## config.mk

```make
export PLATFORM = sky130hd
export DESIGN_NAME = muldiv_unit
export DESIGN_NICKNAME = d
export VERILOG_FILES = /design/src/rtl/muldiv_pkg.sv /design/src/rtl/div_iter.sv /design/src/rtl/muldiv_unit.sv
export SDC_FILE = /design/constraint.sdc
export NUM_CORES = 2
export LEC_CHECK = 0
export CAP_MARGIN = 25
export CORE_MARGIN = 5
export CORE_UTILIZATION = 30
export DETAILED_ROUTE_END_ITERATION = 8
export PLACE_DENSITY_LB_ADDON = 0.25
export SYNTH_ARGS = -nofsm -noshare
export SYNTH_HDL_FRONTEND = slang
export SYNTH_HIERARCHICAL = 1
export SYNTH_SLANG_ARGS = --single-unit
```

## constraint.sdc

```tcl
create_clock -name clk -period 10.7 [get_ports clk]
set_input_delay 1.605 -clock clk [delete_from_list [all_inputs] [get_ports clk]]
set_output_delay 1.605 -clock clk [all_outputs]
set_load 0.02 [all_outputs]
```

## src/rtl/muldiv_pkg.sv

```systemverilog
// muldiv_pkg: shared op/state encodings and helpers for the HI/LO multiply-divide unit
package muldiv_pkg;
  localparam int W = 32;
  typedef enum logic [2:0] {
    OP_NONE  = 3'd0,
    OP_MULT  = 3'd1,
    OP_MULTU = 3'd2,
    OP_DIV   = 3'd3,
    OP_DIVU  = 3'd4,
    OP_MTHI  = 3'd5,
    OP_MTLO  = 3'd6
  } op_e;
  typedef enum logic [1:0] {
    S_IDLE = 2'd0,
    S_MUL  = 2'd1,
    S_DIV  = 2'd2,
    S_DONE = 2'd3
  } state_e;
  function automatic logic [W-1:0] mag(input logic [W-1:0] v, input logic sgn);
    return (sgn & v[W-1]) ? -v : v;
  endfunction
endpackage

```

## src/rtl/div_iter.sv

```systemverilog
// div_iter: restoring divider on unsigned magnitudes, one quotient bit per step
module div_iter
  import muldiv_pkg::*;
(
  input  logic         clk,
  input  logic         resetn,
  input  logic         load,
  input  logic         step,
  input  logic [W-1:0] dividend,
  input  logic [W-1:0] divisor,
  output logic [W-1:0] quot_nxt,
  output logic [W-1:0] rem_nxt
);
  logic [W-1:0] q, r, d;
  logic ge;
  // trial subtract of the shifted partial remainder; the low W bits of the difference are exact when it fits
  always_comb begin
    ge = {r, q[W-1]} >= {1'b0, d};
    quot_nxt = {q[W-2:0], ge};
    rem_nxt = ge ? {r[W-2:0], q[W-1]} - d : {r[W-2:0], q[W-1]};
  end
  // dividend shifts out of q as quotient bits shift in
  always_ff @(posedge clk or negedge resetn)
    if (!resetn) begin
      q <= '0;
      r <= '0;
      d <= '0;
    end else if (load) begin
      q <= dividend;
      r <= '0;
      d <= divisor;
    end else if (step) begin
      q <= quot_nxt;
      r <= rem_nxt;
    end
endmodule

```

## src/rtl/muldiv_unit.sv

```systemverilog
// muldiv_unit: HI/LO register with single-cycle multiply and 32-step iterative divide
module muldiv_unit
  import muldiv_pkg::*;
(
  input  logic          clk,
  input  logic          resetn,
  input  logic          start,
  input  logic [2:0]    op,
  input  logic [W-1:0]  rs_data,
  input  logic [W-1:0]  rt_data,
  input  logic          flush,
  input  logic          stall_other,
  output logic          busy,
  output logic [2*W-1:0] hilo
);
  state_e state, state_nxt;
  logic [4:0] cnt;
  logic [W-1:0] a_q, b_q, quot_nxt, rem_nxt, quot_fix, rem_fix;
  logic sgn_q, is_mul, is_div, signed_op, go;
  logic [2*W-1:0] prod;
  assign is_mul = op == OP_MULT || op == OP_MULTU;
  assign is_div = op == OP_DIV || op == OP_DIVU;
  assign signed_op = op == OP_MULT || op == OP_DIV;
  assign go = state == S_IDLE && start && !flush;
  // sign-extending into 64 bits makes the low half of the unsigned product the signed product
  assign prod = {{W{sgn_q & a_q[W-1]}}, a_q} * {{W{sgn_q & b_q[W-1]}}, b_q};
  assign quot_fix = (sgn_q & (a_q[W-1] ^ b_q[W-1])) ? -quot_nxt : quot_nxt;
  assign rem_fix = (sgn_q & a_q[W-1]) ? -rem_nxt : rem_nxt;
  div_iter u_div (
    .clk      (clk),
    .resetn   (resetn),
    .load     (go & is_div),
    .step     (!flush && state == S_DIV),
    .dividend (mag(rs_data, signed_op)),
    .divisor  (mag(rt_data, signed_op)),
    .quot_nxt (quot_nxt),
    .rem_nxt  (rem_nxt)
  );
  // state register
  always_ff @(posedge clk or negedge resetn)
    if (!resetn) state <= S_IDLE;
    else state <= state_nxt;
  // next state; flush kills whatever is in flight
  always_comb
    state_nxt = flush ? S_IDLE :
                state == S_IDLE ? (start && is_mul ? S_MUL : start && is_div ? S_DIV : S_IDLE) :
                state == S_MUL ? S_DONE :
                state == S_DIV ? (cnt == 5'd31 ? S_DONE : S_DIV) :
                stall_other ? S_DONE : S_IDLE;
  // stall request; held low while in reset so a stray start cannot stall the pipe
  always_comb
    busy = resetn && (state == S_MUL || state == S_DIV || (state == S_IDLE && start && (is_mul || is_div)));
  // operand capture, iteration counter and HI/LO writes
  always_ff @(posedge clk or negedge resetn)
    if (!resetn) begin
      cnt <= '0;
      a_q <= '0;
      b_q <= '0;
      sgn_q <= 1'b0;
      hilo <= '0;
    end else if (flush) begin
      cnt <= '0;
    end else begin
      if (go && (is_mul || is_div)) begin
        a_q <= rs_data;
        b_q <= rt_data;
        sgn_q <= signed_op;
        cnt <= '0;
      end
      if (go && op == OP_MTHI) hilo[2*W-1:W] <= rs_data;
      if (go && op == OP_MTLO) hilo[W-1:0] <= rs_data;
      if (state == S_MUL) hilo <= prod;
      if (state == S_DIV) begin
        cnt <= cnt + 5'd1;
        if (cnt == 5'd31) hilo <= {rem_fix, quot_fix};
      end
    end
endmodule

```

## Word level (Yosys, flattened, before mapping)

Cells that the tools add are included.

| word-level totals | value |
|---|---|
| flip-flop bits (word level) | 232 |
| bits of input ports | 72 |
| output and inout bits | 65 |
| logic and storage cells | 80 |

| operators by class | value |
|---|---|
| $add $sub $neg | 6 |
| $mul | 1 |
| magnitude comparators | 1 |
| eq/ne operators | 9 |
| mux-type cells | 25 |
| bitwise gates (word level) | 8 |
| reductions and logical operators | 21 |

Operators by type and width:

| cell | count |
|---|---|
| 32-bit 2-to-1 mux | 11 |
| 64-bit 2-to-1 mux | 3 |
| 32-bit negation | 4 |
| 33-bit by 33-bit multiplier with 64-bit output | 1 |
| 33-bit by 32-bit >= comparator with 1-bit output | 1 |
| 32-bit subtractor | 1 |
| 5-bit 2-to-1 mux | 3 |
| 2-bit 2-to-1 mux | 7 |
| 1-bit logical AND | 10 |
| 3-bit == test (second input constant) | 3 |
| 1-bit bitwise AND | 6 |
| 3-bit by 2-bit == test with 1-bit output (second input constant) | 2 |
| 1-bit logical OR | 6 |
| 5-bit by 1-bit adder with 5-bit output (second input constant) | 1 |
| 5-bit == test (second input constant) | 1 |
| 3-bit by 1-bit == test with 1-bit output (second input constant) | 1 |
| 3-bit nonzero test | 1 |
| 2-bit by 1-bit == test with 1-bit output (second input constant) | 1 |
| 2-bit == test (second input constant) | 1 |
| 2-bit zero test | 1 |
| 2-bit AND reduction | 1 |
| 2-bit nonzero test | 1 |
| 1-bit zero test | 1 |
| 1-bit 2-to-1 mux | 1 |
| 2 further kinds | 2 |

## Logic depth before layout (Yosys ltp)

| depth | value |
|---|---|
| word-level depth | 8 |
| mapped depth | 33 |
| mapped depth without buffers | 29 |

## Cells and area by module

The synthesis kept the hierarchy.

Modules (own cells, without submodules):

| module | instances | cells each | area an instance (um^2) | sequential area each (um^2) |
|---|---|---|---|---|
| muldiv_unit | 1 | 5,270 | 47,406.7 | 3,403.3 |
| div_iter | 1 | 738 | 6,548.8 | 2,402.3 |

## Worst setup path before layout

No wires, ideal clock.

| timing path | value |
|---|---|
| path kind | reg-to-reg |
| start | register a_q[31] |
| end | register hilo[57] |
| setup time | 0.134 ns |
| arrival | 8.489 ns |
| required time | 10.566 ns |
| slack | 2.078 ns |
| stages on the path, launching flop included | 30 |
| buffers on the path | 4 |
| period minus slack after synthesis | 8.622 ns |
| cell sequence | dfrtp_1 > and2_1 > buf_4 > clkbuf_1 > buf_1 > nand2_1 > inv_1 > fa_1 > inv_1 > fa_1 > inv_1 > fa_1 > fa_1 > inv_1 > fa_1 > inv_1 > fa_1 > inv_1 > fa_1 > fa_1 > inv_1 > ha_1 > clkbuf_1 > nand4_1 > or4b_2 > o21ai_1 > a22o_1 > inv_1 > a311oi_1 > a21oi_1 |

| between the ends | value |
|---|---|
| longest elaborated chain between the ends | 5 |
| elaborated cells on any way between the ends | 6 |
| those cells by class | mul: 1; mux: 4; bitwise: 1 |

RTL lines:

| what | RTL line | text |
|---|---|---|
| from (decl) | muldiv_unit.sv:18 | `logic [W-1:0] a_q, b_q, quot_nxt, rem_nxt, quot_fix, rem_fix;` |
| from (signal assigned) | muldiv_unit.sv:65 | `a_q <= rs_data;` |
| 1-bit bitwise AND | muldiv_unit.sv:26, muldiv_unit.sv:28 |  |
| 33-bit by 33-bit multiplier with 64-bit output | muldiv_unit.sv:26 | `assign prod = {{W{sgn_q & a_q[W-1]}}, a_q} * {{W{sgn_q & b_q[W-1]}}, b_q};` |
| 64-bit 2-to-1 mux | muldiv_unit.sv:72 | `if (state == S_MUL) hilo <= prod;` |
| 64-bit 2-to-1 mux | muldiv_unit.sv:75 | `if (cnt == 5'd31) hilo <= {rem_fix, quot_fix};` |
| 64-bit 2-to-1 mux * | muldiv_unit.sv:73 | `if (state == S_DIV) begin` |
| to (signal, indexed assignment) | muldiv_unit.sv:71 | `if (go && op == OP_MTLO) hilo[W-1:0] <= rs_data;` |
| to (signal assigned) | muldiv_unit.sv:72 |  |
| to (signal assigned) | muldiv_unit.sv:75 |  |
| to (decl) | muldiv_unit.sv:14 | `output logic [2*W-1:0] hilo` |

Every way passes the cells marked *; elsewhere a longest branch is shown, timed or not.
A chain may end at the register's enable or synchronous reset.

## Worst setup path in the final report

| timing path | value |
|---|---|
| start | register a_q[31] |
| end | register hilo[59] |

Same word-level chain as after synthesis.

==> flow_summary.yaml <==
critical_path:
  crit_path_end_kind: "flip-flop"
  worstSetupPathType: "flip-flop to flip-flop"
  crit_path_start_kind: "flip-flop"
  critPathArrivalTime_ps: 9500
  worstPathRequired_ps: 11160
  cp_max_fo: 14
clock_network:
  cts_sinks: 232
  cts_max_level: 1
  ctsResizeCount: 0
  cts_buffers: 30
  cts-root-buf: "clkbuf_16"
  cts_setup_buffers: 0
  clockBufferDepth: 3
  path_clk_slew_ps: 60
  insertion_delay_ps: 590
  holdBufCountCts: 0
  cts_tree: "done"
synthesis:
  synth_edf_count: 0
  yosysTopAreaCellShare_pct: 41.8
  ys_warn_count: 6
  yosys.area_share.simple_pct: 14.8
  synthXorXnorAreaFrac_pct: 3.55
  synth_compound_area_share_pct: 8.33
  syn-cell-area_mm2: 0.0540
  yosysMostFrequentCell: "inv_1"
  ys.flop_type: "dfrtp_1"
  synthAdderAreaFrac_pct: 47.7
  postSynthCellCount: 6008
  ys_top_cells_by_area: "fa_1, dfrtp_1, inv_1"
  synth_fp_nets: 7460
  yosysTopAreaCell: "fa_1"
  netlist_top_cells_count: "inv_1, fa_1, nand2_1"
  synth.ff_latch_count: 232
  avgSynthCellArea_um2: 8.98
  postSynth.asyncResetShare_pct: 100
  synth_cell_types: 93
  synth_top_family_by_area: "adder cells"
  seq_area_frac_synth_pct: 10.8
  muxShareOfSynthArea_pct: 3.46
detailed_routing:
  drt_pass1_iterations: 6
  vias: 40400
  wirelength_mm: 170
  vias_per_cell: 4.88
  drt_iter0_drc: 2452
  wl_per_cell_um: 20.5
  drcViolationCount: 0
  postRouteAntennaNets: 0
status:
  outcome: "complete, no violations"
global_routing:
  gr-usage-all-layers_pct: 18.2
  antenna_found_initial: 4
  grt_pass1_wl_mm: 267
  first_global_vias: 43600
  grt_max_degree: 92
  grt_overflow: 0
timing:
  fin_setup_tns_ps: 0
  relSlewSlack_pct: 30.3
  hold_ws_ps: 483
  rsz0062_at_grt: "false"
  fin_crit_sh_pct: 84.5
  period_needed_ps: 9040
  setup_viol: 0
  worst_slew_pin_slew_ps: 1050
  slew_violations: 0
  skew_ps: 15.1
  hold_viol: 0
  fmax_mhz: 111
floorplan:
  initial_core_util_pct: 30.2
  core_mm2: 0.179
  ios: 137
  die_h_um: 434
  fp.dieW_um: 434
  rows: 155
  die_area_mm2: 0.188
cells_and_area:
  area_delta_synth_final_pct: 8.69
  drive_gt1_share_pct: 5.29
  final_nets: 7348
worst_hold_path:
  hp-class: "flip-flop to flip-flop"
placed_design:
  io_buffers: 136
  gp_congestion: 0.887
  dpl.hpwl_mm: 139
run:
  max_cap_violations: 0
-- critical path, cell delays in order, from the launching register on --
cell,delay (ps)
dfrtp_1,340
and2_1,640
nand2_1,260
inv_1,140
fa_1,400
inv_1,230
fa_1,500
inv_1,190
fa_1,490
fa_1,840
inv_1,330
fa_1,560
inv_1,50
fa_1,530
inv_1,50
fa_1,450
fa_1,490
inv_1,40
ha_1,420
nand4_1,170
or4b_2,700
o21ai_1,360
a22o_1,250
o21ai_0,110
o311ai_0,340
-- layer usage --
metal | global-route usage, % | routed length (um)
met5 | 0 | 0
met4 | 5.03 | 5690
met3 | 1.58 | 6460
met2 | 32.9 | 87500
met1 | 23.4 | 70100
-- per-stage QoR --
step	utilization (%)	cell area, um^2	std cells	setup WS, ps
4_1_cts	32.8	58600	8273	1670
2_1_floorplan	-	54000	6008	2080
3_3_place_gp	32.1	57400	8214	1770
6_report	32.8	58600	8280	1660
3_5_place_dp	32.2	57500	8217	1690
5_1_grt	32.8	58600	8275	1170
-- cell families (layout without fill, tap and decap cells) --
kind of cell,Yosys count,count (layout)
buffers and inverters,1580,1492
multiplexers,168,168
XOR/XNOR,219,219
AND/OR/NAND/NOR,1736,1736
other,0,5
AO/OA/AOI/OAI,693,693
adder cells (fa/ha/maj),1380,1380
flip-flops,232,232
-- cell type report --
type                            instances  area [um^2]
Clock buffer                           39          836
Clock inverter                         17          273
Fill cell                           18700       120000
Tap cell                             2355         2950
Inverter                             1198         4500
Timing Repair Buffer                  238         2230
Sequential cell                       232         5810
Antenna cell                            5         12.5
Multi-Input combinational cell       4196        42000
-- final timing paths --
path / start / to / cells after the start / slack, ps
min in group asynchronous: resetn / u_div/d[22] / 1 / 1020
max in group asynchronous: resetn / a_q[8] / 4 / 7920
setup / recovery: a_q[31] / hilo[59] / 24 / 1660
hold / removal: cnt[3] / cnt[3] / 1 / 480
setup reg to reg: a_q[31] / hilo[59] / 24 / 1660
hold reg to reg: cnt[3] / cnt[3] / 1 / 480
-- placed cells by master, fill, tap and decap left out, drive strengths merged, types with 11 or more instances in the layout --
cell type,count
a31oi,13
a21oi,160
inv,1199
o41ai,15
a211oi,34
o31ai,23
nor4,23
clkdlybuf4s50,134
o21ai,238
mux2,90
nand4,27
dfrtp,232
clkbuf,39
fa,1126
nor3,40
nand2b,17
and3,30
o22ai,11
nand2,952
nand3,20
buf,104
or2,14
mux2i,78
xor2,88
o21a,22
nor2b,13
o211ai,34
o21bai,17
a21o,55
ha,254
xnor2,131
and2,365
nor2,200
-- sequential cells by signal, summed over array words and instances, names as in the netlist --
| name | flops |
|---|---|
| cnt | 5 |
| u_div/q | 32 |
| a_q | 32 |
| u_div/d | 32 |
| state | 2 |
| hilo | 64 |
| u_div/r | 32 |
| b_q | 32 |
| sgn_q | 1 |
Power is left out: the tool's default activity adds up to more than one toggle a clock period on the data nets, which glitch-free logic cannot reach.
